`src/rtl/relu_sched.sv`:
```
// relu_sched: round-robin arbiter sharing one 1-cycle ReLU core among N_CH streams, with a
// tagged, credit-guarded result FIFO. Define RELU_SCHED_STATS_EN to add stat_beats/stat_neg.
module relu_sched #(
   parameter int N_CH   = 4,
   parameter int BURST  = 8,
   parameter int FIFO_D = 4,
   localparam int CW    = $clog2(N_CH),
   localparam int AW    = $clog2(FIFO_D)
) (
   input  logic                 clk,
   input  logic                 rst,
   input  logic [N_CH-1:0]      req_valid,
   input  logic [32*N_CH-1:0]   req_data,
   output logic [N_CH-1:0]      req_ready,
   output logic [31:0]          core_data,
   output logic                 core_valid,
   output logic                 core_rst_n,
   input  logic [31:0]          core_result,
   input  logic                 core_res_valid,
   output logic [31:0]          out_data,
   output logic [CW-1:0]        out_ch,
   output logic                 out_valid,
   input  logic                 out_ready
`ifdef RELU_SCHED_STATS_EN
   ,
   output logic [15:0]          stat_beats,
   output logic [15:0]          stat_neg
`endif
);

   // state | meaning
   // IDLE  | no grant; pick first requester at/after rr_ptr once a credit exists
   // GRANT | gnt owns the core until BURST beats or it drops valid with a credit available
   typedef enum logic [0:0] {IDLE, GRANT} state_t;

   localparam int              CW1        = CW + 1;
   localparam int              AW1        = AW + 1;
   localparam logic [CW-1:0]   LAST_CH    = CW'(N_CH - 1);
   localparam logic [CW:0]     N_CH_W     = CW1'(N_CH);
   localparam logic [7:0]      BURST_LAST = 8'(BURST - 1);
   localparam logic [AW:0]     DEPTH_W    = AW1'(FIFO_D);

   state_t          state, state_nxt;
   logic [CW-1:0]   gnt, gnt_nxt, gnt_inc;
   logic [CW-1:0]   rr_ptr, rr_nxt;
   logic [7:0]      beat_cnt, beat_nxt;
   logic [2*N_CH-1:0] rv2;
   logic [N_CH-1:0] rv_rot;
   logic [CW-1:0]   pick_off, pick;
   logic [CW:0]     pick_sum;
   logic            pick_any;
   logic            credit, xfer;

   logic            tag_vld, tag_err;
   logic [CW-1:0]   tag;

   logic [CW+31:0]  mem [FIFO_D];
   logic [AW:0]     wr_ptr, rd_ptr, occ;
   logic [CW+31:0]  head;
   logic            push, pop;

   assign core_rst_n = ~rst;

   // Rotate the valid vector so bit 0 is rr_ptr; the lowest set bit is the next winner.
   assign rv2    = {req_valid, req_valid};
   assign rv_rot = N_CH'(rv2 >> rr_ptr);

   always_comb begin
      pick_off = '0;
      pick_any = 1'b0;
      for (int k = N_CH - 1; k >= 0; k--) begin
         if (rv_rot[k]) begin
            pick_off = CW'(k);
            pick_any = 1'b1;
         end
      end
   end

   assign pick_sum = {1'b0, rr_ptr} + {1'b0, pick_off};
   assign pick     = (pick_sum >= N_CH_W) ? CW'(pick_sum - N_CH_W) : pick_sum[CW-1:0];
   assign gnt_inc  = (gnt == LAST_CH) ? '0 : gnt + CW'(1);

   // Credits come from registered state only, so a pop frees a slot for the next cycle.
   assign occ    = wr_ptr - rd_ptr;
   assign credit = (occ + AW1'(tag_vld)) < DEPTH_W;

   always_comb begin
      state_nxt = state;
      gnt_nxt   = gnt;
      rr_nxt    = rr_ptr;
      beat_nxt  = beat_cnt;
      xfer      = 1'b0;
      case (state)
         IDLE: begin
            if (pick_any && credit) begin
               gnt_nxt   = pick;
               beat_nxt  = '0;
               state_nxt = GRANT;
            end
         end
         GRANT: begin
            if (credit) begin
               if (req_valid[gnt]) begin
                  xfer     = 1'b1;
                  beat_nxt = beat_cnt + 8'd1;
                  if (beat_cnt == BURST_LAST) begin
                     state_nxt = IDLE;
                     rr_nxt    = gnt_inc;
                  end
               end else begin
                  state_nxt = IDLE;
                  rr_nxt    = gnt_inc;
               end
            end
         end
         default: state_nxt = IDLE;
      endcase
   end

   always_ff @(posedge clk or posedge rst) begin
      if (rst) begin
         state    <= IDLE;
         gnt      <= '0;
         rr_ptr   <= '0;
         beat_cnt <= '0;
      end else begin
         state    <= state_nxt;
         gnt      <= gnt_nxt;
         rr_ptr   <= rr_nxt;
         beat_cnt <= beat_nxt;
      end
   end

   always_comb begin
      req_ready = '0;
      if (xfer) req_ready[gnt] = 1'b1;
   end

   assign core_valid = xfer;
   assign core_data  = xfer ? req_data[{gnt, 5'd0} +: 32] : '0;

   // One tag slot suffices because the core result always lands exactly one cycle later.
   always_ff @(posedge clk or posedge rst) begin
      if (rst) begin
         tag_vld <= 1'b0;
         tag     <= '0;
         tag_err <= 1'b0;
      end else begin
         tag_vld <= xfer;
         if (xfer) tag <= gnt;
         if (core_res_valid && !tag_vld) tag_err <= 1'b1;
      end
   end

   tag_err_never: assert property (@(posedge clk) disable iff (rst) !tag_err);

   assign push = core_res_valid & tag_vld;
   assign pop  = out_valid & out_ready;

   always_ff @(posedge clk or posedge rst) begin
      if (rst) begin
         wr_ptr <= '0;
         rd_ptr <= '0;
      end else begin
         if (push) wr_ptr <= wr_ptr + AW1'(1);
         if (pop)  rd_ptr <= rd_ptr + AW1'(1);
      end
   end

   always_ff @(posedge clk) begin
      if (push) mem[wr_ptr[AW-1:0]] <= {tag, core_result};
   end

   assign head      = mem[rd_ptr[AW-1:0]];
   assign out_valid = (wr_ptr != rd_ptr);
   assign out_data  = out_valid ? head[31:0] : '0;
   assign out_ch    = out_valid ? head[CW+31:32] : '0;

`ifdef RELU_SCHED_STATS_EN
   always_ff @(posedge clk or posedge rst) begin
      if (rst) begin
         stat_beats <= '0;
         stat_neg   <= '0;
      end else begin
         if (pop && stat_beats != 16'hFFFF) stat_beats <= stat_beats + 16'd1;
         if (xfer && core_data[31] && stat_neg != 16'hFFFF) stat_neg <= stat_neg + 16'd1;
      end
   end
`endif

endmodule
```
`config.mk`:
```
export PLATFORM = sky130hd
export DESIGN_NAME = relu_sched
export DESIGN_NICKNAME = d
export VERILOG_FILES = /design/src/rtl/relu_sched.sv
export SDC_FILE = /design/constraint.sdc
export NUM_CORES = 1
export LEC_CHECK = 0
export CAP_MARGIN = 15
export CORE_MARGIN = 5
export CORE_UTILIZATION = 45
export DETAILED_ROUTE_END_ITERATION = 7
export HOLD_SLACK_MARGIN = 0.12
export PLACE_DENSITY = 0.78
export SLEW_MARGIN = 20
export SYNTH_ARGS = -nofsm -noshare
export SYNTH_HDL_FRONTEND = slang
export SYNTH_SLANG_ARGS = --single-unit
```
`constraint.sdc`:
```
create_clock -name clk -period 4.5 [get_ports clk]
set_clock_uncertainty 0.2 [all_clocks]
set_input_delay 0.675 -clock clk [delete_from_list [all_inputs] [get_ports clk]]
set_output_delay 0.675 -clock clk [all_outputs]
set_load 0.02 [all_outputs]
```
== Yosys cells after proc, flatten, opt, wreduce, memory -nomap -nowiden ==
Memory sizes are Yosys's and may differ from the RTL's.
Cells that the tools add are included.

* Bits in registers: 22
* Memory bits (writable): 136
* Bits of input ports: 168
* Output and inout bits: 73
* Logic and storage cells: 73
* Memories: 1

{| class="wikitable"
|+ Memories
! memory !! depth !! width !! read ports !! clocked after Yosys merged registers in !! wr ports !! RTL line !! source
|-
| mem || 4 || 34 || 1 || 0 || 1 || 57 || <nowiki>logic [CW+31:0] mem [FIFO_D];</nowiki>
|}

* Add/sub/neg operators: 8
* $lt $le $gt $ge: 4
* Eq/ne operators: 7
* Shifts and indexed selects: 2
* Muxes and demuxes: 34
* Bitwise logic cells: 4
* Reduce and logical (&&, ||, !) cells: 5

{| class="wikitable"
|+ Operators with widths
! kind !! count
|-
| $shiftx 128x8->32 || 1
|-
| $mux 32 || 2
|-
| $mux 8 || 3
|-
| $mux 2 || 9
|-
| $pmux 8 s2 || 1
|-
| $mux 1 || 15
|-
| $add 8x1->8 const B || 1
|-
| $eq 8x3->1 const B || 1
|-
| $shr 8x2->4 || 1
|-
| $add 3x1->3 const B || 2
|-
| $ne 2x1->1 const B || 3
|-
| $reduce_and 3->1 || 2
|-
| $mux 4 || 1
|-
| $add 2x2->3 || 1
|-
| $add 3x1->3 || 1
|-
| $ge 3x3->1 const B || 1
|-
| $lt 2x3->1 const B || 1
|-
| $lt 3x3->1 const B || 1
|-
| $ne 3x3->1 || 1
|-
| $sub 3x3->3 || 1
|-
| $add 2x1->2 const B || 1
|-
| $and 1x1->1 || 2
|-
| $bmux 1 s2 || 1
|-
| $demux 1 s2 || 1
|-
| other kinds (8) || 10
|}

== Depth between registers and ports, before layout ==
* Word-level depth: 8
* Depth in mapped cells: 12
* Gate-level depth less buffers: 10

== Least setup slack after synthesis ==
OpenSTA, ideal clock, no wires.

* Kind: reg2out
* From: reg rd_ptr[1]
* To: out core_data[23]
* Arrival time: 2.783 ns
* Data required time: 3.625 ns
* Slack: 0.842 ns
* Stages on the path, launching flop included: 12
* Path buffers: 3
* Path through: dfrtp_1 -> clkbuf_1 -> clkbuf_1 -> inv_1 -> ha_1 -> ha_1 -> and3b_1 -> o21a_4 -> o211ai_4 -> inv_4 -> buf_2 -> and2_1

* Longest elaborated chain between the ends: 6

{| class="wikitable"
|+ Ends and longest elaborated chain
! item !! RTL line !! source
|-
| from (decl) || 58 || <nowiki>logic [AW:0] wr_ptr, rd_ptr, occ;</nowiki>
|-
| from (signal assigned) || 166 || <nowiki>if (pop) rd_ptr <= rd_ptr + AW1'(1);</nowiki>
|-
| $sub 3x3->3 || 84 || <nowiki>assign occ = wr_ptr - rd_ptr;</nowiki>
|-
| $add 3x1->3 || 85 || <nowiki>assign credit = (occ + AW1'(tag_vld)) < DEPTH_W;</nowiki>
|-
| $lt 3x3->1 || 85 ||
|-
| $mux 1 || 102 || <nowiki>if (credit) begin</nowiki>
|-
| $mux 1 || 93 || <nowiki>case (state)</nowiki>
|-
| net core_valid || 16 || <nowiki>output logic core_valid,</nowiki>
|-
| $mux 32 || 140 || <nowiki>assign core_data = xfer ? req_data[{gnt, 5'd0} +: 32] : '0;</nowiki>
|-
| to (decl) || 15 || <nowiki>output logic [31:0] core_data,</nowiki>
|}

The timed path passes the listed nets, and every way through them passes these cells.

== Worst setup path in the final report ==
* From: reg wr_ptr[1]
* To: out core_data[15]

* Longest elaborated chain between the ends: 6

{| class="wikitable"
|+ Ends and longest elaborated chain
! item !! RTL line !! source
|-
| from (decl) || 58 ||
|-
| from (signal assigned) || 165 || <nowiki>if (push) wr_ptr <= wr_ptr + AW1'(1);</nowiki>
|-
| $sub 3x3->3 || 84 ||
|-
| $add 3x1->3 || 85 ||
|-
| $lt 3x3->1 || 85 ||
|-
| $mux 1 || 102 ||
|-
| $mux 1 || 93 ||
|-
| $mux 32 || 140 ||
|}

Every way passes these cells.

==> tab_implementation.tex <==
\begin{tabular}{lr}
\hline
Metric & Value \\
\hline
\multicolumn{2}{l}{\textbf{Timing}} \\
Max transition margin & 37.8\% \\
Setup total negative slack & 0 ns \\
Period utilisation layout & a little over nine tenths \\
Number of pins exceeding their max-slew limit in the final report & 0 \\
Number of hold violations in the final report & 0 \\
Worst-Margin Slew & 0.933 ns \\
Final critical delay including setup and external delays & approximately 4.2 ns \\
Maximum clock frequency & about 240 MHz \\
Setup violation total in the final timing report & 0 \\
Worst setup margin & between 0.2 and 0.3 ns \\
Worst slack on hold paths & about 0.33 ns \\
RSZ-0062 raised after global routing & no \\
\multicolumn{2}{l}{\textbf{Route}} \\
Number of detailed-route iterations in the first pass & 5 \\
Met2 Routed Length & roughly 11 mm \\
Avg WL per Cell & 21.9 um \\
Met3 wire len & between 1 and 1.5 mm \\
Routed wire length & around 20 mm \\
1st-iter DRT viols & 365 \\
Drc violations & 0 \\
Via count & around 5000 \\
Topmost layer with routed signal wires & met4 \\
Vias/cell & 5.39 \\
Routed Antenna Nets & 0 \\
Total routed wire length on the met1 layer & between 7 and 8 mm \\
\multicolumn{2}{l}{\textbf{Die}} \\
Die area & about 0.020 mm\^{}2 \\
Top-level port count & approximately 240 \\
Die Width & about 140 um \\
Total number of placement rows & 47 \\
Placeable Area & 0.0166 mm\^{}2 \\
Starting Density & 45.8\% \\
Die height & approximately 140 um \\
\multicolumn{2}{l}{\textbf{Yosys}} \\
Warnings from Yosys & 0 \\
Ys async rst share & roughly 14\% \\
Synthesized Nets & between 600 and 700 \\
Number of flops mapped to enable cells by yosys & $\sim$140 \\
Number of distinct library cell variants in the gate-level netlist after synthesis & 48 \\
Post-Syn Area & 0.00760 mm\^{}2 \\
Gate count of the mapped netlist & roughly 450 \\
Post-synthesis sequential area ratio & roughly three fifths \\
Post-synthesis sequential element count & roughly 160 \\
Post-synthesis area per instance & 17.0 um\^{}2 \\
Dominant synthesized flop cell & edfxtp\_1 \\
\multicolumn{2}{l}{\textbf{Clock tree}} \\
Clock latency on the worst-skew pair & a little over 0.4 ns \\
Post CTS Setup Buffer Count & 0 \\
CTS Hold Bufs & 0 \\
Gates resized, CTS repair & 0 \\
Clock sinks & roughly 160 \\
Cell at the root of the clock tree & clkbuf\_16 \\
Buffer levels on the longest clock path & 2 \\
Clock transition at the registers of the reported paths & 0.06 ns \\
Number of buffers inserted during clock tree synthesis & 17 \\
CTS tree & done \\
Max H-tree Level & 4 \\
\multicolumn{2}{l}{\textbf{Cells and area}} \\
Fraction of final layout cells sized beyond drive strength 1 & $\sim$18\% \\
Fill cells & $\sim$1100 \\
Number of nets in the final layout & between 800 and 900 \\
Syn-to-layout area delta & 42.7\% \\
Post-layout util & about two thirds \\
FF+latch area & roughly 0.0046 mm\^{}2 \\
Multi-input gate area in the final layout & approximately 0.0028 mm\^{}2 \\
\multicolumn{2}{l}{\textbf{Critical path}} \\
Largest fanout of any net on the critical path & between 40 and 50 \\
Capturing element type of the critical path & output port \\
Type of the worst setup path & register to output port \\
Worst Reg-to-Reg Cells & 8 \\
Worst reg2reg setup slack & about 1.8 ns \\
CP Data Arrival Time & $\sim$3.3 ns \\
Worst R2R End & beat\_cnt[3] \\
Critical path startpoint category & register \\
RR Startpoint & wr\_ptr[1] \\
CP required & between 3 and 4 ns \\
\multicolumn{2}{l}{\textbf{Global routing}} \\
Initial antenna violation count & 7 \\
Number of global-route vias before repair & approximately 5500 \\
Global-route wire length before repair & 31.0 mm \\
Largest net degree at the start of global routing & 44 \\
Grt ovf & 0 \\
Combined global-route utilization of all metal layers & 20.8\% \\
\multicolumn{2}{l}{\textbf{Power and ir drop}} \\
Maximum VDD drop & around 0.00040 V \\
Static leakage & 0.00375 uW \\
P per Cell Area & between 600 and 700 mW/mm\^{}2 \\
Total power of the final layout & 7140 uW \\
\multicolumn{2}{l}{\textbf{Place}} \\
Post-Place Setup Slack & 0.637 ns \\
DPL Wire Length & roughly 15 mm \\
Final weighted congestion of routability-driven global placement & just over 0.9 \\
Number of buffers inserted by port buffering & 240 \\
\multicolumn{2}{l}{\textbf{Min path}} \\
Min-Delay Path Depth & 1 \\
Hold path startpoint & rd\_ptr[2] \\
Worst Hold Path EP & rd\_ptr[2] \\
Worst hold path type & register to register \\
\multicolumn{2}{l}{\textbf{Job}} \\
Number of max-cap violations & 0 \\
\multicolumn{2}{l}{\textbf{Run status}} \\
Outcome & complete, no violations \\
\hline
\end{tabular}
==> sequential cells by signal, indices dropped and copies added, names as in the netlist <==
| name | count |
|---|---|
| rd_ptr | 3 |
| wr_ptr | 3 |
| tag | 2 |
| beat_cnt | 8 |
| gnt | 2 |
| rr_ptr | 2 |
| mem | 136 |
| tag_vld | 1 |
| state | 1 |
==> through the flow <==
step	cells	area [um^2]
after floorplan	448	7600
after global placement	887	10200
after detailed placement	887	10200
after CTS	918	10800
after global routing	925	10900
final	925	10900
==> synth_stat cells, types with 2 or more instances <==
| master | instances | share of area, % |
|---|---|---|
| ha_1 | 14 | 2.3 |
| dfrtp_1 | 22 | 7.2 |
| buf_2 | 4 | 0.26 |
| o211ai_1 | 4 | 0.40 |
| mux2_2 | 5 | 0.74 |
| a21oi_1 | 3 | 0.20 |
| nor2b_1 | 2 | 0.16 |
| and2_1 | 70 | 5.8 |
| a211oi_1 | 4 | 0.40 |
| o21ai_0 | 7 | 0.46 |
| o21a_1 | 2 | 0.20 |
| nor2_1 | 10 | 0.49 |
| o21ai_1 | 2 | 0.13 |
| nand2_1 | 9 | 0.44 |
| inv_1 | 14 | 0.69 |
| nand3_1 | 8 | 0.53 |
| clkbuf_1 | 19 | 0.94 |
| xnor2_1 | 6 | 0.69 |
| nor3b_1 | 2 | 0.20 |
| edfxtp_1 | 136 | 54 |
| and3_1 | 6 | 0.49 |
| or3_1 | 5 | 0.41 |
| mux4_2 | 67 | 20 |
| buf_1 | 3 | 0.15 |
==> critical path, cell delays in order (launching register included) <==
cell and delay [ns]:
dfrtp_1 0.43, ha_1 0.34, ha_1 0.29, and3b_1 0.22, nor3_4 0.31, o211ai_4 0.18
inv_4 0.31, and2_1 0.20, clkdlybuf4s50_1 0.64
==> area by class of cell <==
class | count | area share [%]
diodes | 7 | 0.161
clock buffers | 17 | 3.92
clock inverters | 14 | 1.74
inverters | 15 | 0.542
multi-input cells | 247 | 25.7
flip-flops and latches | 158 | 42.7
well taps | 220 | 2.54
repair buffers | 247 | 22.6
==> cells by family after synthesis <==
group / Yosys count / share of synthesized area [%]
flops: 158 / 61.0
compound gates: 28 / 2.68
buf+inv: 43 / 2.37
mux: 74 / 20.9
fa+ha+maj: 14 / 2.30
xor+xnor: 8 / 1.10
simple gates: 123 / 9.66
==> per-layer routing <==
layer  global-route usage [%]  up-vias
met4                     8.62        0
met3                     6.00       27
met1                     23.1     2499
met5                        0        -
met2                     37.4      223
li1                         -     2237
==> how the worst max path moves through the flow <==
stage	from	endpoint	depth (start not counted)
4_1_cts	wr_ptr[1]	core_data[15]	8
5_1_grt	wr_ptr[1]	core_data[15]	8
3_3_place_gp	req_valid[2]	req_ready[0]	6
6_report	wr_ptr[1]	core_data[15]	8
2_1_floorplan	rd_ptr[1]	core_data[23]	11
3_5_place_dp	req_valid[2]	core_data[15]	6
==> cell usage in the layout, fill, tap and decap left out, types with 2 or more instances in the layout <==
| cell type | count |
|---|---|
| clkinvlp_4 | 2 |
| buf_4 | 7 |
| dfrtp_1 | 19 |
| ha_1 | 14 |
| and3_2 | 4 |
| or3_1 | 5 |
| nor2b_1 | 2 |
| o21a_1 | 2 |
| mux4_2 | 67 |
| nor3b_1 | 2 |
| inv_6 | 4 |
| clkinv_2 | 3 |
| inv_1 | 14 |
| nand2_1 | 9 |
| and3_1 | 2 |
| nor2_1 | 10 |
| dfrtp_2 | 3 |
| edfxtp_1 | 136 |
| a211oi_1 | 4 |
| a21oi_1 | 3 |
| o21ai_1 | 2 |
| o21ai_0 | 7 |
| and2_1 | 70 |
| clkbuf_16 | 17 |
| clkdlybuf4s50_1 | 240 |
| nand3_1 | 8 |
| diode_2 | 7 |
| mux2_2 | 5 |
| o211ai_1 | 4 |
| bufinv_16 | 4 |
| xnor2_1 | 6 |
==> report_power, final <==
part           total (uW)  internal, uW  switching (uW)
Combinational        3790          1910            1880
Sequential           1880          1760             117
Clock                1470           926             541
Total                7140          4600            2540
(Power assumes the default switching activity.)
